## src/rtl/mem_arbiter.sv

```systemverilog
// Two-port (fetch/data) arbiter in front of a shared single-port memory.
// Alternating priority on ties, per-access timeout abort, all outputs registered.
module mem_arbiter #(
  parameter int ADDR_W  = 32,
  parameter int DATA_W  = 32,
  parameter int TIMEOUT = 16
) (
  input  logic              clk_in,
  input  logic              reset,
  input  logic              i_req,
  input  logic [ADDR_W-1:0] i_addr,
  output logic              i_ack,
  output logic [DATA_W-1:0] i_rdata,
  output logic              i_err,
  input  logic              d_req,
  input  logic              d_we,
  input  logic [ADDR_W-1:0] d_addr,
  input  logic [DATA_W-1:0] d_wdata,
  output logic              d_ack,
  output logic [DATA_W-1:0] d_rdata,
  output logic              d_err,
  output logic              mem_req,
  output logic              mem_we,
  output logic [ADDR_W-1:0] mem_addr,
  output logic [DATA_W-1:0] mem_wdata,
  input  logic              mem_ack,
  input  logic [DATA_W-1:0] mem_rdata
);

  typedef enum logic [1:0] {IDLE = 2'd0, BUSY_I = 2'd1, BUSY_D = 2'd2} state_t;

  // Abort fires in the BUSY cycle where the count would reach TIMEOUT.
  localparam logic [7:0] CNT_LAST = 8'(TIMEOUT - 1);

  state_t            state_q, state_d;
  logic              last_d_q, last_d_d;
  logic [7:0]        cnt_q, cnt_d;
  logic              mem_req_q, mem_req_d;
  logic              mem_we_q, mem_we_d;
  logic [ADDR_W-1:0] mem_addr_q, mem_addr_d;
  logic [DATA_W-1:0] mem_wdata_q, mem_wdata_d;
  logic              i_ack_q, i_ack_d;
  logic [DATA_W-1:0] i_rdata_q, i_rdata_d;
  logic              i_err_q, i_err_d;
  logic              d_ack_q, d_ack_d;
  logic [DATA_W-1:0] d_rdata_q, d_rdata_d;
  logic              d_err_q, d_err_d;

  logic i_elig, d_elig, grant_i, grant_d, done, abort;

  always_comb begin
    state_d     = state_q;
    last_d_d    = last_d_q;
    cnt_d       = cnt_q;
    mem_req_d   = mem_req_q;
    mem_we_d    = mem_we_q;
    mem_addr_d  = mem_addr_q;
    mem_wdata_d = mem_wdata_q;
    i_ack_d     = 1'b0;
    i_rdata_d   = i_rdata_q;
    i_err_d     = i_err_q;
    d_ack_d     = 1'b0;
    d_rdata_d   = d_rdata_q;
    d_err_d     = d_err_q;
    // A port being acked this cycle may still show its old request.
    i_elig      = i_req & ~i_ack_q;
    d_elig      = d_req & ~d_ack_q;
    grant_i     = 1'b0;
    grant_d     = 1'b0;
    done        = 1'b0;
    abort       = 1'b0;

    unique case (state_q)
      IDLE: begin
        grant_i = i_elig & (~d_elig | last_d_q);
        grant_d = d_elig & ~grant_i;
        if (grant_i) begin
          state_d     = BUSY_I;
          last_d_d    = 1'b0;
          cnt_d       = 8'd0;
          mem_req_d   = 1'b1;
          mem_we_d    = 1'b0;
          mem_addr_d  = i_addr;
          mem_wdata_d = '0;
        end else if (grant_d) begin
          state_d     = BUSY_D;
          last_d_d    = 1'b1;
          cnt_d       = 8'd0;
          mem_req_d   = 1'b1;
          mem_we_d    = d_we;
          mem_addr_d  = d_addr;
          mem_wdata_d = d_wdata;
        end
      end
      BUSY_I, BUSY_D: begin
        done  = mem_ack & mem_req_q;
        abort = ~done & (cnt_q == CNT_LAST);
        if (done | abort) begin
          state_d   = IDLE;
          mem_req_d = 1'b0;
          if (state_q == BUSY_I) begin
            i_ack_d   = 1'b1;
            i_rdata_d = abort ? '0 : mem_rdata;
            i_err_d   = abort;
          end else begin
            d_ack_d   = 1'b1;
            d_rdata_d = abort ? '0 : mem_rdata;
            d_err_d   = abort;
          end
        end else begin
          cnt_d = cnt_q + 8'd1;
        end
      end
      default: state_d = IDLE;
    endcase
  end

  always_ff @(posedge clk_in) begin
    if (reset) begin
      state_q     <= IDLE;
      last_d_q    <= 1'b1;
      cnt_q       <= 8'd0;
      mem_req_q   <= 1'b0;
      mem_we_q    <= 1'b0;
      mem_addr_q  <= '0;
      mem_wdata_q <= '0;
      i_ack_q     <= 1'b0;
      i_rdata_q   <= '0;
      i_err_q     <= 1'b0;
      d_ack_q     <= 1'b0;
      d_rdata_q   <= '0;
      d_err_q     <= 1'b0;
    end else begin
      state_q     <= state_d;
      last_d_q    <= last_d_d;
      cnt_q       <= cnt_d;
      mem_req_q   <= mem_req_d;
      mem_we_q    <= mem_we_d;
      mem_addr_q  <= mem_addr_d;
      mem_wdata_q <= mem_wdata_d;
      i_ack_q     <= i_ack_d;
      i_rdata_q   <= i_rdata_d;
      i_err_q     <= i_err_d;
      d_ack_q     <= d_ack_d;
      d_rdata_q   <= d_rdata_d;
      d_err_q     <= d_err_d;
    end
  end

  assign mem_req   = mem_req_q;
  assign mem_we    = mem_we_q;
  assign mem_addr  = mem_addr_q;
  assign mem_wdata = mem_wdata_q;
  assign i_ack     = i_ack_q;
  assign i_rdata   = i_rdata_q;
  assign i_err     = i_err_q;
  assign d_ack     = d_ack_q;
  assign d_rdata   = d_rdata_q;
  assign d_err     = d_err_q;

endmodule

```

## config.mk

```make
export PLATFORM = sky130hd
export DESIGN_NAME = mem_arbiter
export DESIGN_NICKNAME = d
export VERILOG_FILES = /design/src/rtl/mem_arbiter.sv
export SDC_FILE = /design/constraint.sdc
export NUM_CORES = 1
export LEC_CHECK = 0
export CAP_MARGIN = 10
export CORE_MARGIN = 3
export CORE_UTILIZATION = 37
export DETAILED_ROUTE_END_ITERATION = 12
export HOLD_SLACK_MARGIN = 0.15
export PLACE_DENSITY = 0.73
export SYNTH_ARGS = -nofsm -noshare
export SYNTH_HDL_FRONTEND = slang
export SYNTH_SLANG_ARGS = --single-unit
```

## constraint.sdc

```tcl
create_clock -name clk_in -period 2.2 [get_ports clk_in]
set_clock_uncertainty 0.1 [all_clocks]
set_input_delay 0.55 -clock clk_in [delete_from_list [all_inputs] [get_ports clk_in]]
set_output_delay 0.55 -clock clk_in [all_outputs]
set_load 0.01 [all_outputs]
```

==> impl_metrics.yaml, run 1 <==
finish:
  final_common_cell: "clkdlybuf4s50_1"
  seqCellArea_um2: 2900
  multi_input_area_um2: 2690
  fillCellCount: 1363
  drive_gt1_share_pct: 10.1
  area_growth_pct: 65.0
  num_antenna_cells: 0
  nets: 1032
  finish.instance_area_um2: 9600
  mostFrequentLayoutCells: "clkdlybuf4s50_1, dfxtp_1, nor2_1, nand2_1, a21oi_1"
power:
  swShare_pct: 28.6
  cellLeakagePower_nw: 3.44
  combPwrFrac_pct: 25.8
  power_density_nw_per_um2: 855
  ir_drop_mv: 0.560
  switchingPower_mw: 2.35
  intPower_mw: 5.86
  seqPwrFrac_pct: 36.1
  pwr-share-clk_pct: 38.1
synthesis:
  synth.cell_area_um2: 5820
  synth.distinct_cells: 39
  async_reset_ff_share_pct: 0
  yosys.area_share.simple_pct: 20.1
  yosysSeqAreaShare_pct: 49.9
  synthAdderAreaFrac_pct: 0.645
  syn_avg_cell_area_um2: 9.08
  synth_mux_area_share_pct: 5.85
  synth_cells: 641
  synth_compound_area_share_pct: 18.4
  yosys_warnings: 0
  synth_top_family_by_area: "simple AND/OR/NAND/NOR gates"
  synth_edf_count: 0
  ys_seq_elements: 145
  synth-main-ff-cell: "dfxtp_1"
  synth_xor_area_share_pct: 0
  syn_nets: 778
cts:
  clock_path_buffers: 2
  ctsHoldBuffers: 0
  cts_root_buffer: "clkbuf_16"
  htree_levels: 4
  clk_pin_slew_ps: 60
  clk_latency_ps: 420
  cts_inserted_buffers: 17
  cts_tree: "yes"
  cts.sink_count: 145
worst_setup_path:
  crit_type: "reg -> reg"
  worst_setup_path_start_kind: "flip-flop"
  crit_path_max_incr_delay_ps: 470
  cp_cell_sequence: "inv_1, ha_2, or4b_4, o2bb2ai_4, o21ba_2, nand2_4, o32ai_2"
  crit_fanout: 7
  cp.arrival_ps: 2280
  endpoint_kind: "flip-flop"
  cpMaxStageDelayCell: "or4b_4"
  cp_data_required_time_ps: 2380
die:
  dieHeight_um: 131
  fp-row-count: 45
  die_x_um: 131
  io_pins: 268
  fp.coreArea_um2: 15300
  initial_core_util_pct: 38.0
  fp.dieArea_um2: 17300
timing:
  fin_crit_sh_pct: 95.5
  finalCriticalPeriod_ps: 2100
  setup_viol_count_final: 0
  whs_ps: 351
  timing.slew.headroom_pct: 56.3
  fmax_mhz: 476
  hold_viol_final: 0
  slew_viol_final: 0
  tightest_slew_ps: 655
detailed_routing:
  wl_um: 17600
  via_per_inst: 5.06
  drtIter0Drc: 224
  met3_length_um: 1460
  wl_met2_um: 8700
  met1_length_um: 7230
  num_vias: 5658
  wire_per_inst_um: 15.8
  highest_layer: "met4"
  drc: 0
  postRouteAntennaNets: 0
  dr.pass1.iters: 4
placement:
  dp_hpwl_um: 12400
  port_buffers: 267
  place.gp.congestion: 0.792
  placed_cell_area_um2: 8900
flow_run:
  max-cap-violations: 0
global_routing:
  grt_pass1_wl_um: 28100
  grt_antenna_before_repair: 0
  grt_max_degree: 65
  grt_pass1_vias: 5434
  gr-usage-all-layers_pct: 19.9
  overflow: 0
min_path:
  hold_class: "reg -> reg"
status:
  status: "complete, no violations"
metrics by stage:
step	total power [mW]	TNS, ps	std cells	worst slack [ps]	utilization [%]
detailed placement	5.10	-9100	1087	-151	58.1
floorplan	4.06	0	641	130	-
CTS	8.27	0	1119	18.6	62.4
finish	8.21	0	1119	99.0	62.7
global placement	5.08	-8460	1087	-135	58.1
global route	8.60	-5.27	1119	-2.44	62.7
registers in the layout, indices dropped and copies added, names as in the netlist, 2 cells and up:
name	flops
cnt_q	8
i_rdata	32
mem_addr	32
mem_wdata	32
d_rdata	32
state_q	2
what timing repair did:
action                                  4_1_cts  5_1_grt
endpoints found under the setup margin       33       73
hold endpoints to repair                      0        0
gates resized for setup                       3        9
pin swaps                                     0        1
gates cloned                                  0        0
buffers inserted                              0        0
Yosys cell counts (2+ instances only):
cell,n,share of area [%]
buf_1,8,0.52
a21oi_2,5,0.75
ha_1,3,0.65
nand2_1,69,4.5
dfxtp_1,145,50
buf_2,12,1.0
or3_1,6,0.65
nor2b_1,3,0.32
inv_1,10,0.65
clkbuf_1,40,2.6
nor2_1,75,4.8
nand4b_1,33,5.0
buf_4,3,0.39
mux2i_1,34,5.8
a22oi_1,35,4.5
a211oi_1,33,4.3
a21oi_1,66,5.7
nand2b_1,2,0.21
nand4_1,32,3.4
o32ai_2,5,1.4
nand3_1,4,0.34
power groups by stage:
stage	combinational [mW]	sequential, mW	clock (mW)
2_1_floorplan	0.943	3.11	0
3_3_place_gp	2.06	3.02	0
3_5_place_dp	2.07	3.02	0
4_1_cts	2.10	2.97	3.20
5_1_grt	2.30	2.99	3.31
6_report	2.12	2.97	3.13
kinds of logic after synthesis:
logic type / count (synthesis)
AND/OR/NAND/NOR: 231
buffers and inverters: 73
flip-flops: 145
AO/OA/AOI/OAI: 155
adder cells (fa/ha/maj): 3
multiplexers: 34
final cells by class:
cell class	count	share of cell area (%)
timing repair buffer	298	31.9
clock buffer	18	4.58
tap	211	2.75
clock inverter	14	2.12
sequential	145	30.3
inverter	10	0.391
multi-input combinational	423	28.0
per-layer routing:
layer | up-vias | global-route usage (%)
met5 | - | 0
met4 | 0 | 5.78
met3 | 18 | 8.00
met2 | 197 | 33.3
met1 | 2622 | 23.5
li1 | 2821 | -
worst max-delay path, delay by kind of cell (launching register included):
family,cells,cell delay (ps)
compound gates,3,560
fa+ha+maj,1,330
buf+inv,1,50
flops,1,320
simple gates,2,600
final timing paths:
path,from,slack [ps],cells past startpoint,end
worst max-delay path,state_q[1]$_SDFFE_PP0P_,100,7,cnt_q[6]$_SDFFE_PP0P_
worst min-delay path,d_rdata[26]$_SDFFE_PP0P_,350,2,d_rdata[26]$_SDFFE_PP0P_
worst max register to register,state_q[1]$_SDFFE_PP0P_,100,7,cnt_q[6]$_SDFFE_PP0P_
worst min register to register,d_rdata[26]$_SDFFE_PP0P_,350,2,d_rdata[26]$_SDFFE_PP0P_
Power figures use the tool's default switching activity.
==> inputs of run 2 (changes only) <==
--- a/config.mk
+++ b/config.mk
@@ -6,11 +6,13 @@
 export NUM_CORES = 1
 export LEC_CHECK = 0
 export CAP_MARGIN = 10
+export CORE_ASPECT_RATIO = 2
 export CORE_MARGIN = 3
 export CORE_UTILIZATION = 37
 export DETAILED_ROUTE_END_ITERATION = 12
 export HOLD_SLACK_MARGIN = 0.15
-export PLACE_DENSITY = 0.73
+export PLACE_DENSITY = 0.76
+export SETUP_SLACK_MARGIN = 0.4
 export SYNTH_ARGS = -nofsm -noshare
 export SYNTH_HDL_FRONTEND = slang
 export SYNTH_SLANG_ARGS = --single-unit
==> run 2 against run 1 <==
Against the previous run:
- first-iteration DRC count up 8.0%
- clock power down 8.0%
- non-clock buffer count up 12
- power down 3.3%
- routed wire length up 6.0%
- sequential cell count unchanged
- critical path depth up 1
- fmax up 5.2%
- final area up 1.2%
- worst setup slack better by 100 ps
- count of clock-buffer cells in the layout up 2
- global-route usage up 1.7 points
- critical path type unchanged
- highest routed layer unchanged
==> impl_metrics.yaml, run 2 (synthesized netlist as in run 1, its figures left out) <==
status:
  status: "complete, no violations"
power:
  cellLeakagePower_nw: 4.10
  ir_drop_mv: 0.560
  power_density_nw_per_um2: 818
timing:
  fin_crit_sh_pct: 90.8
  fmax_mhz: 501
  setup_viol_count_final: 0
  fin_ws_ps: 203
  slew_viol_final: 0
  whs_ps: 346
  timing.slew.headroom_pct: 57.2
  finalCriticalPeriod_ps: 2000
  tightest_slew_ps: 641
  hold_viol_final: 0
  grt_setup_unrepaired: "true"
finish:
  mostFrequentLayoutCells: "dfxtp_1, dlygate4sd2_1, clkdlybuf4s50_1, nor2_1, nand2_1"
  nets: 1044
  multi_input_area_um2: 2890
  stdcell_count: 1120
  fillCellCount: 1354
  final_common_cell: "dfxtp_1"
  area_growth_pct: 66.9
  drive_gt1_share_pct: 14.8
  seqCellArea_um2: 2910
cts:
  cts_tree: "yes"
  cts_inserted_buffers: 17
  clk_pin_slew_ps: 60
  cts.sink_count: 145
  clk_latency_ps: 420
  htree_levels: 4
  clock_path_buffers: 2
  cts_root_buffer: "clkbuf_16"
worst_setup_path:
  r2r_slack_ps: 200
  reg2regPathDepth: 8
  reg2reg_to: "d_rdata[2]$_SDFFE_PP0P_"
  cp_cell_sequence: "inv_2, ha_4, or4b_4, o2bb2ai_4, nand2b_4, buf_12, nand2_1, a21oi_1"
  critPathTopFamily: "simple AND/OR/NAND/NOR gates"
  cp_data_required_time_ps: 2390
  cp_num_buf_inv: 2
  r2r_start: "state_q[1]$_SDFFE_PP0P_"
  crit_type: "reg -> reg"
  cpMaxStageDelayCell: "or4b_4"
  crit_path_max_incr_delay_ps: 460
  worst_setup_path_start_kind: "flip-flop"
  crit_fanout: 14
  cp.arrival_ps: 2190
  endpoint_kind: "flip-flop"
detailed_routing:
  postRouteAntennaNets: 0
  highest_layer: "met4"
  met3_length_um: 881
  wl_met2_um: 10700
  met1_length_um: 6470
  dr.pass1.iters: 7
  via_per_inst: 5.13
  num_vias: 5744
  wire_per_inst_um: 16.7
  wl_um: 18700
  drc: 0
  drtIter0Drc: 242
min_path:
  min-delay-start: "d_rdata[0]$_SDFFE_PP0P_"
  holdPathEnd: "d_rdata[0]$_SDFFE_PP0P_"
  hold_class: "reg -> reg"
  whs_path_depth: 2
placement:
  dp_slack_ps: -175
  place.gp.congestion: 0.826
  dp_hpwl_um: 13200
  dp_cells: 1068
  port_buffers: 267
global_routing:
  grt_max_degree: 65
  overflow: 0
  grt_pass1_vias: 5650
  grt_antenna_before_repair: 2
  grt_pass1_wl_um: 29100
  gr-usage-all-layers_pct: 21.6
die:
  fp-row-count: 64
  die_x_um: 94.7
  initial_core_util_pct: 37.8
  dieHeight_um: 183
  fp.dieArea_um2: 17400
  io_pins: 268
  fp.coreArea_um2: 15400
flow_run:
  max-cap-violations: 0
==> run 2: changes by cell type in the layout (fill, tap and decap cells not counted), moves of 10 or more <==
cell,previous run,this run
clkdlybuf4s50_1,266,130
dlygate4sd2_1,0,133
a21oi_1,66,56
a21oi_2,5,15
nand2_1,68,58
==> run 2: cell type report <==
cell class              count  area share [%]
clock buffers              20            4.70
diodes                      2          0.0515
inverters                  10           0.386
clock inverters            12            1.37
flip-flops and latches    145            29.9
well taps                 198            2.55
multi-input cells         423            29.8
repair buffers            310            31.2
==> run 2: metal layers <==
metal	track usage, %	vias to the layer above
met3	4.72	40
met2	40.5	188
met4	9.95	0
met5	0	-
li1	-	2856
met1	21.9	2660
==> run 2: metrics by stage <==
step	setup TNS [ps]	utilization [%]	area [µm²]	power [mW]
3_5_place_dp	-4430	57.5	8840	5.10
3_3_place_gp	-1440	57.5	8840	5.08
4_1_cts	0	61.7	9490	7.96
6_report	0	63.2	9710	7.94
2_1_floorplan	0	-	5940	4.13
5_1_grt	0	63.2	9710	8.32
==> run 2: how the worst max path moves through the flow <==
stage | to | cells past startpoint | slack, ps | start
after global routing | cnt_q[6]$_SDFFE_PP0P_ | 7 | 120 | state_q[0]$_SDFFE_PP0P_
after floorplan | d_rdata[10]$_SDFFE_PP0P_ | 9 | 250 | state_q[0]$_SDFFE_PP0P_
after global placement | mem_addr[8]$_SDFFE_PP0P_ | 6 | -150 | i_req
after CTS | i_rdata[6]$_SDFFE_PP0P_ | 8 | 190 | state_q[1]$_SDFFE_PP0P_
after detailed placement | mem_addr[8]$_SDFFE_PP0P_ | 6 | -180 | i_req
final | d_rdata[2]$_SDFFE_PP0P_ | 8 | 200 | state_q[1]$_SDFFE_PP0P_
==> run 2: power breakdown <==
| group | total, mW | internal, mW | leakage, nW | switching, mW |
|---|---|---|---|---|
| registers | 2.97 | 2.85 | 1.18 | 0.119 |
| clock network | 2.88 | 1.73 | 0.283 | 1.15 |
| logic | 2.09 | 0.981 | 2.63 | 1.11 |
==> run 2: worst min-delay path: cells and delay by family (launching register included) <==
family | cells | cell delay, ps
flops | 1 | 300
simple gates | 1 | 50
compound gates | 1 | 50
==> run 2: timing repair <==
item | 4_1_cts | 5_1_grt
hold buffers | 0 | 0
pin swaps | 11 | 15
buffers inserted | 10 | 3
gates cloned | 2 | 3
gates resized for setup | 158 | 36
setup endpoints to repair | 260 | 124
==> inputs of run 3 (changes only) <==
--- a/config.mk
+++ b/config.mk
@@ -5,10 +5,10 @@
 export SDC_FILE = /design/constraint.sdc
 export NUM_CORES = 1
 export LEC_CHECK = 0
-export CAP_MARGIN = 10
+export ABC_AREA = 1
 export CORE_ASPECT_RATIO = 2
 export CORE_MARGIN = 3
-export CORE_UTILIZATION = 37
+export CORE_UTILIZATION = 38
 export DETAILED_ROUTE_END_ITERATION = 12
 export HOLD_SLACK_MARGIN = 0.15
 export PLACE_DENSITY = 0.76
==> run 3 against run 2 <==
Against the previous run:
- combinational power is 3% higher
- routed wire length increased by 8.5%
- highest routed layer unchanged
- worst setup slack better by 240 ps
- critical path depth unchanged
==> impl_metrics.yaml, run 3 <==
worst_setup_path:
  crit_type: "in -> reg"
  startpoint: "d_req"
  r2r_start: "cnt_q[0]$_SDFFE_PP0P_"
  crit_fanout: 34
  cp.arrival_ps: 1990
  cp_data_required_time_ps: 2440
  endpoint_kind: "flip-flop"
  worst_setup_path_start_kind: "input port"
global_routing:
  grt_antenna_before_repair: 0
  gr-usage-all-layers_pct: 22.4
  use_met3_pct: 4.72
  grt_busiest_layer: "met2"
  grt_pass1_wl_um: 30400
  grt_pass1_vias: 5961
  overflow: 0
  grt_util_met2_pct: 41.3
  grtUsageMet1_pct: 24.0
  grt_max_degree: 73
power:
  cellLeakagePower_nw: 4.33
  power_density_nw_per_um2: 845
  ir_drop_mv: 0.626
synthesis:
  yosysSeqAreaShare_pct: 48.6
  yosysTopAreaCell: "dfxtp_1"
  synth-main-ff-cell: "dfxtp_1"
  synth_edf_count: 0
  synth.distinct_cells: 33
  synth.cells.most_frequent: "nand2_1, dfxtp_1, a21oi_1, nand4_1, nand3_1"
  syn_avg_cell_area_um2: 8.01
  syn_nets: 882
  ys_top_cells_by_area: "dfxtp_1, nand2_1, nand4_1"
  ys_seq_elements: 145
  synth.cell_area_um2: 5970
  synth.most_common_cell: "nand2_1"
  synth.top_cell.area_share_pct: 48.6
  yosys_warnings: 0
  synth_cells: 745
  async_reset_ff_share_pct: 0
placement:
  dp_cells: 1169
  port_buffers: 267
  place.gp.congestion: 0.764
  dp_hpwl_um: 14000
  dp_slack_ps: -171
die:
  fp.dieArea_um2: 17300
  dieHeight_um: 183
  fp.coreArea_um2: 15400
  io_pins: 268
  die_x_um: 94.6
  initial_core_util_pct: 38.8
  fp-row-count: 64
detailed_routing:
  wire_per_inst_um: 16.7
  wl_um: 20300
  via_per_inst: 5.14
  postRouteAntennaNets: 0
  drc: 0
  dr.pass1.iters: 6
  num_vias: 6250
  drtIter0Drc: 214
finish:
  mostFrequentLayoutCells: "nand2_1, dfxtp_1, dlygate4sd2_1, clkdlybuf4s50_1, a21oi_1"
  num_antenna_cells: 0
  fillCellCount: 1390
  area_growth_pct: 59.2
  multi_input_area_um2: 2590
  seqCellArea_um2: 2910
  final_common_cell: "nand2_1"
  stdcell_count: 1216
  nets: 1142
  drive_gt1_share_pct: 10.1
cts:
  htree_levels: 4
  clk_pin_slew_ps: 60
  cts.sink_count: 145
  cts_tree: "yes"
  clk_latency_ps: 420
  cts_root_buffer: "clkbuf_16"
  clock_path_buffers: 2
  cts_inserted_buffers: 17
  ctsHoldBuffers: 0
flow_run:
  max-cap-violations: 0
timing:
  fin_crit_sh_pct: 79.8
  finalCriticalPeriod_ps: 1760
  slew_viol_final: 0
  hold_viol_final: 0
  tightest_slew_ps: 420
  fmax_mhz: 570
  fin_ws_ps: 445
  setup_viol_count_final: 0
  grt_setup_unrepaired: "true"
  timing.slew.headroom_pct: 72.0
status:
  status: "complete, no violations"
min_path:
  min-delay-start: "reset"
  hold_class: "in -> reg"
[run 3: timing repair]
action,CTS,global route
endpoints found under the setup margin,180,85
pin swaps,1,7
buffers inserted,0,11
gates cloned,1,3
gates resized for setup,135,12
endpoints found under the hold margin,0,0
[run 3: critical path, cell delays in order]
cell,delay (ps)
clkdlybuf4s50_1,480
nand3b_1,90
nand2_2,80
buf_4,320
nand3_1,180
nand2_1,120
nand2_1,50
a21oi_1,120
[run 3: area by class of cell]
class | instances | share of cell area, %
inverters | 52 | 2.09
clock buffers | 20 | 4.81
repair buffers | 303 | 31.2
flip-flops and latches | 145 | 30.6
well taps | 198 | 2.61
clock inverters | 12 | 1.40
multi-input cells | 486 | 27.3
[run 3: where the power goes]
| group | switching, mW | internal, mW |
|---|---|---|
| registers | 0.126 | 2.86 |
| clock network | 1.15 | 1.73 |
| logic | 1.20 | 0.958 |
[run 3: logic make-up after synthesis]
family	after synthesis	synth area share, %
AO/OA/AOI/OAI	142	15.0
adder cells (fa/ha/maj)	3	0.629
XOR/XNOR	1	0.147
buffers and inverters	115	8.60
flip-flops	145	48.6
AND/OR/NAND/NOR	339	27.0
[run 3: stage by stage]
| step | util (%) | instance area (µm²) | hold slack (ps) | power, mW | TNS [ps] |
|---|---|---|---|---|---|
| after floorplan | - | 5970 | 320 | 4.12 | 0 |
| after global placement | 57.4 | 8820 | 348 | 5.11 | -4470 |
| after detailed placement | 57.4 | 8820 | 351 | 5.13 | -4790 |
| after CTS | 60.2 | 9260 | 318 | 7.90 | 0 |
| after global routing | 61.8 | 9500 | 352 | 8.39 | 0 |
| final | 61.8 | 9500 | 339 | 8.03 | 0 |
[run 3: final timing paths]
path / end / slack, ps / cells after the start
min reg2reg: d_rdata[10]$_SDFFE_PP0P_ / 350 / 2
max reg2reg: d_rdata[12]$_SDFFE_PP0P_ / 510 / 7
min: d_rdata[10]$_SDFFE_PP0P_ / 340 / 2
max: state_q[0]$_SDFFE_PP0P_ / 440 / 8
[run 3: routing by layer]
layer	wire, µm	vias to the layer above
met2	11300	242
met4	561	0
met5	0	-
met3	1170	34
li1	-	3078
met1	7230	2896
